==> src/rtl/display_in.sv <==
// Receive end of the serial 7-segment link: deserialises LSB-first segment words,
// decodes them to BCD, checks frame spacing and offers the result on valid/ready.
module display_in #(
    parameter int FRAME_PERIOD = 35,
    parameter int CNT_W        = 8
) (
    input  logic        clk,
    input  logic        rst,
    input  logic        enable,
    input  logic        data_in,
    input  logic        frame_sync,
    output logic [15:0] bcd_out,
    output logic [3:0]  digit_err,
    output logic        frame_err,
    output logic        out_valid,
    input  logic        out_ready,
    output logic        overrun
);

    localparam logic [CNT_W-1:0] GAP_MAX   = '1;
    localparam logic [CNT_W-1:0] GAP_ONE   = CNT_W'(1);
    localparam logic [CNT_W-1:0] MIN_BITS  = CNT_W'(32);
    localparam logic [CNT_W-1:0] PERIOD_M1 = CNT_W'(FRAME_PERIOD - 1);

    typedef enum logic {
        ST_EMPTY = 1'b0,
        ST_FULL  = 1'b1
    } hs_state_t;

    hs_state_t        state_reg, state_next;
    logic [31:0]      sr_reg, sr_next;
    logic [CNT_W-1:0] gap_cnt_reg, gap_cnt_next;
    logic             locked_reg, locked_next;
    logic [15:0]      bcd_reg, bcd_next;
    logic [3:0]       derr_reg, derr_next;
    logic             ferr_reg, ferr_next;
    logic             overrun_reg, overrun_next;

    logic             capture;
    logic             shift_en;
    logic             spacing_bad;
    logic [15:0]      dec_bcd;
    logic [3:0]       dec_err;

    // Returns {error, nibble}; unknown patterns (including the dash) map to F.
    function automatic logic [4:0] decode_seg(input logic [7:0] seg);
        case (seg)
            8'hFC:   return 5'h00;
            8'h60:   return 5'h01;
            8'hDA:   return 5'h02;
            8'hF2:   return 5'h03;
            8'h66:   return 5'h04;
            8'hB6:   return 5'h05;
            8'hBE:   return 5'h06;
            8'hE0:   return 5'h07;
            8'hFE:   return 5'h08;
            8'hF6:   return 5'h09;
            default: return 5'h1F;
        endcase
    endfunction

    genvar gi;
    generate
        for (gi = 0; gi < 4; gi++) begin : g_dec
            logic [4:0] dec;
            assign dec                = decode_seg(sr_reg[gi*8 +: 8]);
            assign dec_bcd[gi*4 +: 4] = dec[3:0];
            assign dec_err[gi]        = dec[4];
        end
    endgenerate

    assign capture  = enable && frame_sync;
    assign shift_en = enable && !frame_sync;

    // Before the first sync we only know whether enough bits arrived;
    // once locked the spacing must be exact.
    assign spacing_bad = locked_reg ? (gap_cnt_reg != PERIOD_M1)
                                    : (gap_cnt_reg < MIN_BITS);

    always_comb begin
        sr_next      = sr_reg;
        gap_cnt_next = gap_cnt_reg;
        locked_next  = locked_reg;
        bcd_next     = bcd_reg;
        derr_next    = derr_reg;
        ferr_next    = ferr_reg;
        state_next   = state_reg;
        overrun_next = 1'b0;

        if (shift_en) begin
            sr_next = {data_in, sr_reg[31:1]};
            if (gap_cnt_reg != GAP_MAX)
                gap_cnt_next = gap_cnt_reg + GAP_ONE;
        end

        if (capture) begin
            gap_cnt_next = '0;
            locked_next  = 1'b1;
            bcd_next     = dec_bcd;
            derr_next    = dec_err;
            ferr_next    = spacing_bad;
            state_next   = ST_FULL;
            overrun_next = (state_reg == ST_FULL) && !out_ready;
        end else if (state_reg == ST_FULL && out_ready) begin
            state_next = ST_EMPTY;
        end
    end

    always_ff @(posedge clk or negedge rst) begin
        if (!rst) begin
            state_reg   <= ST_EMPTY;
            sr_reg      <= '0;
            gap_cnt_reg <= '0;
            locked_reg  <= 1'b0;
            bcd_reg     <= '0;
            derr_reg    <= '0;
            ferr_reg    <= 1'b0;
            overrun_reg <= 1'b0;
        end else begin
            state_reg   <= state_next;
            sr_reg      <= sr_next;
            gap_cnt_reg <= gap_cnt_next;
            locked_reg  <= locked_next;
            bcd_reg     <= bcd_next;
            derr_reg    <= derr_next;
            ferr_reg    <= ferr_next;
            overrun_reg <= overrun_next;
        end
    end

    assign bcd_out   = bcd_reg;
    assign digit_err = derr_reg;
    assign frame_err = ferr_reg;
    assign out_valid = (state_reg == ST_FULL);
    assign overrun   = overrun_reg;

endmodule

==> config.mk <==
export PLATFORM = sky130hd
export DESIGN_NAME = display_in
export DESIGN_NICKNAME = d
export VERILOG_FILES = /design/src/rtl/display_in.sv
export SDC_FILE = /design/constraint.sdc
export NUM_CORES = 1
export LEC_CHECK = 0
export BUFFER_PORTS_ARGS = -buffer_cell sky130_fd_sc_hd__buf_2
export CORE_MARGIN = 4
export CORE_UTILIZATION = 55
export CTS_BUF_LIST = sky130_fd_sc_hd__clkbuf_2
export CTS_CLUSTER_DIAMETER = 80
export CTS_CLUSTER_SIZE = 14
export DETAILED_ROUTE_END_ITERATION = 6
export HOLD_SLACK_MARGIN = 0.12
export PLACE_DENSITY = 0.87
export SLEW_MARGIN = 5
export SYNTH_ARGS = -nofsm -noshare
export SYNTH_HDL_FRONTEND = slang
export SYNTH_SLANG_ARGS = --single-unit
==> constraint.sdc <==
create_clock -name clk -period 3.65 [get_ports clk]
set_clock_uncertainty 0.05 [all_clocks]
set_input_delay 0 -clock clk [delete_from_list [all_inputs] [get_ports clk]]
set_output_delay 0 -clock clk [all_outputs]
set_load 0.05 [all_outputs]
---- After elaboration in Yosys (flattened, before gate mapping) ----
Cells that the tools add are included.
storage, ports and cells
  flip-flop bits (word level) ............. 64
  input port bits ......................... 6
  output and inout bits ................... 23
  word-level logic and storage cells ...... 73
operators by class
  add/subtract/negate cells ............... 1
  $lt $le $gt $ge ......................... 1
  eq/ne operators ......................... 42
  multiplexer cells ....................... 11
  reductions and logical operators ........ 10
operators with widths
  operator             number
  $eq 8x8->1 const B   32
  $pmux 5 s10          4
  $eq 8x7->1 const B   8
  $mux 8               3
  $add 8x1->8 const B  1
  $lt 8x6->1 const B   1
  $ne 8x6->1 const B   1
  $ne 8x8->1 const B   1
  $reduce_bool 2->1    3
  $logic_and 1x1->1    4
  $mux 1               4
  $logic_not 1->1      2
  $reduce_and 2->1     1

---- Logic depth before layout (Yosys ltp) ----
  depth after elaboration ................. 4
  gate-level depth with buffers ........... 7
  depth with buffers taken out ............ 6

---- Least setup slack after synthesis ----
No wires, ideal clock.
  path kind ............................... register -> register
  start point ............................. register sr_reg[25]
  end point ............................... register bcd_reg[15], in the netlist bcd_out[15]
  library setup time ...................... 124 ps
  arrival ................................. 1,812 ps
  data required time ...................... 3,476 ps
  path slack .............................. 1,664 ps
  cell stages (with the launch flop) ...... 7
  buffers on the path ..................... 1
  period minus slack after synthesis ...... 1,986 ps
  path through ............................ dfrtp_1 -> buf_6 -> or4b_4 -> o32ai_2 -> a22oi_1 -> nor2b_4 -> a211o_1
between the ends
  longest elaborated chain between the ends .. 2
  elaborated cells between the ends (all ways) .. 11
  classes of those cells .................. eq/ne: 10; mux: 1
ends and longest elaborated chain
  element                                          RTL line  text
  start, declared                                  31        logic [31:0] sr_reg, sr_next;
  start signal, assigned                           121       sr_reg <= sr_next;
  $eq 8x8->1 / $eq 8x7->1 (equally long branches)  47        case (seg)
  $pmux 5 s10 (*)                                  47
  end signal, assigned                             124       bcd_reg <= bcd_next;
  end, declared                                    34        logic [15:0] bcd_reg, bcd_next;
Mark *: on every way between the ends. The rest lies on a longest branch, timed or not.
A chain may end at the register's enable or synchronous reset.

---- Final worst setup path ----
  start point ............................. register gap_cnt_reg[0]
  end point ............................... register gap_cnt_reg[5]
between the ends
  longest elaborated chain between the ends .. 4
  elaborated cells between the ends (all ways) .. 7
  classes of those cells .................. add/sub: 1; eq/ne: 1; mux: 3; reduce/logical: 2
ends and longest elaborated chain
  element                 RTL line  text
  start, declared         32        logic [CNT_W-1:0] gap_cnt_reg, gap_cnt_next;
  start signal, assigned  122       gap_cnt_reg <= gap_cnt_next;
  $add 8x1->8             93        gap_cnt_next = gap_cnt_reg + GAP_ONE;
  $mux 8                  92        if (gap_cnt_reg != GAP_MAX)
  $mux 8                  90        if (shift_en) begin
  $mux 8                  96        if (capture) begin
Parallel ways exist; a longest one is shown, timed or not. The select of a mux whose other input is x is not followed.

==> load_flow_metrics.sql <==
INSERT INTO impl_metrics (metric_group, metric, value, unit) VALUES
('final_layout', 'final_core_utilization', '0.639', ''),
('timing', 'finalSetupTns', '0', 'ns'),
('setup_path', 'cp_data_arrival_time', '2.61', 'ns'),
('cts', 'tritoncts_num_sinks', '64', ''),
('power_and_ir_drop', 'power_frac_comb', '0.303', ''),
('global_route', 'antenna_found_initial', '0', ''),
('setup_path', 'worst-endpoint-required', '4.04', 'ns'),
('power_and_ir_drop', 'power.internal', '0.00125', 'W'),
('synth', 'synth_flop_cell', 'sky130_fd_sc_hd__dfrtp_1', ''),
('global_route', 'grt-ovfl-total', '0', ''),
('drt', 'drt_pass1_iterations', '4', ''),
('synth', 'main_combinational_cell_family_by_area_after_synthesis', 'simple AND/OR/NAND/NOR gates', ''),
('die', 'initial_core_util', '0.580', ''),
('drt', 'drt-wirelength-per-cell', '15.4', 'um'),
('cts', 'cts_repair_resize_count', '0', ''),
('final_layout', 'fin_nets', '354', ''),
('place', 'gp_congestion', '0.885', ''),
('synth', 'synthMostInstantiatedCell', 'sky130_fd_sc_hd__dfrtp_1', ''),
('final_layout', 'fraction_of_final_layout_cells_sized_beyond_drive_strength_1', '0.142', ''),
('global_route', 'gr-usage-all-layers', '0.196', ''),
('drt', 'drtAntennaViolNets', '0', ''),
('synth', 'share_of_the_synthesized_netlist_area_taken_by_xor_and_xnor_gates', '0.00808', ''),
('cts', 'htree_num_levels', '3', ''),
('setup_path', 'timing.critical_path.to_type', 'flip-flop', ''),
('power_and_ir_drop', 'p_clk_frac', '0.149', ''),
('timing', 'clock.fmax', '451', 'MHz'),
('status', 'status', 'completed', ''),
('setup_path', 'worst_path_class_setup', 'flip-flop to flip-flop', ''),
('synth', 'netlist.top_cell.by_area', 'sky130_fd_sc_hd__dfrtp_1', ''),
('synth', 'synth_compound_gate_area_share', '0.152', ''),
('synth', 'net_count_after_synthesis', '325', ''),
('synth', 'synth.cell_area', '3250', 'um2'),
('synth', 'ys_top_cells_by_count', 'sky130_fd_sc_hd__dfrtp_1, sky130_fd_sc_hd__nand2_1, sky130_fd_sc_hd__mux2_1', ''),
('place', 'place.port_buffers', '28', ''),
('final_layout', 'largest_register_ffs', '32', ''),
('synth', 'netlist.area_leader.share', '0.493', ''),
('die', 'die_width', '84.9', 'um'),
('timing', 'period_needed', '2.22', 'ns'),
('cts', 'clk_pin_slew_worst_paths', '0.16', 'ns'),
('global_route', 'wire_length_of_the_first_global_routing_pass', '11300', 'um'),
('power_and_ir_drop', 'leakage_component_of_the_power', '1.57', 'nW'),
('cts', 'cts_tree', 'built', ''),
('flow_run', 'max_capacitance_violation_total', '0', ''),
('setup_path', 'crit_path_max_fo', '11', ''),
('timing', 'final_hold_viol_count', '0', ''),
('final_layout', 'post_layout_instance_area', '3580', 'um2'),
('synth', 'synth_cell_type_count', '59', ''),
('cts', 'clkLatencyLatePin', '0.50', 'ns'),
('synth', 'synth-adder-area-share', '0.00770', ''),
('timing', 'final_min_period_over_clock_period', '0.608', ''),
('power_and_ir_drop', 'max-vdd-ir-drop', '230', 'uV'),
('timing', 'timing.hold.ws', '0.235', 'ns'),
('drt', 'drt-vias-per-instance', '6.12', ''),
('timing', 'setup-violations-final', '0', ''),
('final_layout', 'area_delta_synth_final', '10.2', '%'),
('place', 'post_dp_cell_area', '3420', 'um2'),
('power_and_ir_drop', 'pwr_density_cell', '602', 'nW/um2'),
('synth', 'register_area_share_after_synthesis', '0.493', ''),
('synth', 'synth_enable_flop_cells', '0', ''),
('place', 'dp.final_hpwl', '4360', 'um'),
('hold_path', 'path_category_of_the_worst_min_delay_check', 'input port to flip-flop', ''),
('synth', 'synthArstFlopShare', '1.00', ''),
('die', 'pin_count', '29', ''),
('cts', 'cts_buffers', '9', ''),
('die', 'fp-row-count', '27', ''),
('synth', 'synth-warning-count', '0', ''),
('timing', 'tightestPinTransition', '0.918', 'ns'),
('timing', 'final-max-slew-violation-count', '0', ''),
('drt', 'via_count', '2588', ''),
('synth', 'yosys-mux-area-fraction', '0.110', ''),
('drt', 'route.detailed.drc', '0', '');
==> through the flow <==
| step | instances | setup slack [ns] | total power [W] |
|---|---|---|---|
| floorplan | 317 | 1.66 | 0.00166 |
| global placement | 399 | 1.64 | 0.00179 |
| detailed placement | 399 | 1.55 | 0.00183 |
| CTS | 423 | 1.45 | 0.00216 |
| global route | 423 | 1.24 | 0.00232 |
| finish | 423 | 1.43 | 0.00216 |
==> cells in the final DEF (no fill, tap or decap), types with 4 or more instances in the layout <==
cell / instances
sky130_fd_sc_hd__dfrtp_1: 64
sky130_fd_sc_hd__a21oi_1: 9
sky130_fd_sc_hd__o21ai_0: 4
sky130_fd_sc_hd__nor2_1: 16
sky130_fd_sc_hd__mux2_1: 28
sky130_fd_sc_hd__nor3_1: 10
sky130_fd_sc_hd__nand2b_1: 6
sky130_fd_sc_hd__dlygate4sd3_1: 7
sky130_fd_sc_hd__buf_2: 28
sky130_fd_sc_hd__inv_1: 8
sky130_fd_sc_hd__a31oi_1: 5
sky130_fd_sc_hd__o2111ai_1: 5
sky130_fd_sc_hd__nand3_1: 9
sky130_fd_sc_hd__clkbuf_2: 10
sky130_fd_sc_hd__nand2_1: 37
sky130_fd_sc_hd__nor2b_1: 6
sky130_fd_sc_hd__o21ai_1: 15
sky130_fd_sc_hd__o31ai_1: 4
==> area by class of cell <==
| type | count | area (um2) |
|---|---|---|
| Multi-Input combinational cell | 224 | 1530 |
| Fill cell | 448 | 2030 |
| Clock buffer | 10 | 50.0 |
| Tap cell | 72 | 90.1 |
| Inverter | 8 | 30.0 |
| Clock inverter | 6 | 26.3 |
| Timing Repair Buffer | 39 | 253 |
| Sequential cell | 64 | 1600 |
==> power groups by stage <==
stage | clock network (W) | registers [W] | logic [W]
finish | 0.000322 | 0.00118 | 0.000654
global route | 0.000376 | 0.00122 | 0.000721
CTS | 0.000334 | 0.00117 | 0.000658
detailed placement | 0 | 0.00119 | 0.000645
global placement | 0 | 0.00117 | 0.000621
floorplan | 0 | 0.00117 | 0.000493
==> cell families (layout without fill, tap and decap cells) <==
| family | Yosys count | after routing |
|---|---|---|
| simple gates | 116 | 116 |
| mux | 32 | 32 |
| compound gates | 71 | 71 |
| fa+ha+maj | 2 | 2 |
| xor+xnor | 3 | 3 |
| buf+inv | 29 | 63 |
| flops | 64 | 64 |
==> layer usage <==
layer	part of all wire	routed length (um)	track usage	vias to the layer above
met5	0	0	0	-
met4	0.017	109	0.0993	0
met2	0.50	3250	0.324	84
met3	0.054	354	0.0350	16
li1	-	-	-	1230
met1	0.43	2820	0.249	1258
==> worst max-delay path, cell delays in order (launching register included) <==
cell                            delay (ns)
sky130_fd_sc_hd__dfrtp_1              0.45
sky130_fd_sc_hd__ha_1                 0.21
sky130_fd_sc_hd__nand3_1              0.17
sky130_fd_sc_hd__o41ai_1              0.36
sky130_fd_sc_hd__buf_4                0.23
sky130_fd_sc_hd__nand2_1              0.07
sky130_fd_sc_hd__o21ai_1              0.07
sky130_fd_sc_hd__dlygate4sd3_1        0.55
==> timing repair <==
action / 4_1_cts / 5_1_grt
endpoints found under the hold margin: 45 / 0
hold buffers: 8 / 0
setup buffers: 0 / 0
==> final timing paths <==
| check | slack [ns] | from | end | cells after the start |
|---|---|---|---|---|
| worst max-delay path | 1.43 | gap_cnt_reg[0] | gap_cnt_reg[5] | 7 |
| worst min-delay path | 0.23 | data_in | sr_reg[31] | 3 |
| worst max register to register | 1.43 | gap_cnt_reg[0] | gap_cnt_reg[5] | 7 |
| max in group asynchronous | 2.62 | rst | sr_reg[17] | 4 |
| worst min register to register | 0.45 | locked_reg | locked_reg | 1 |
| min in group asynchronous | 0.53 | rst | sr_reg[30] | 4 |
Power figures use the tool's default switching activity.
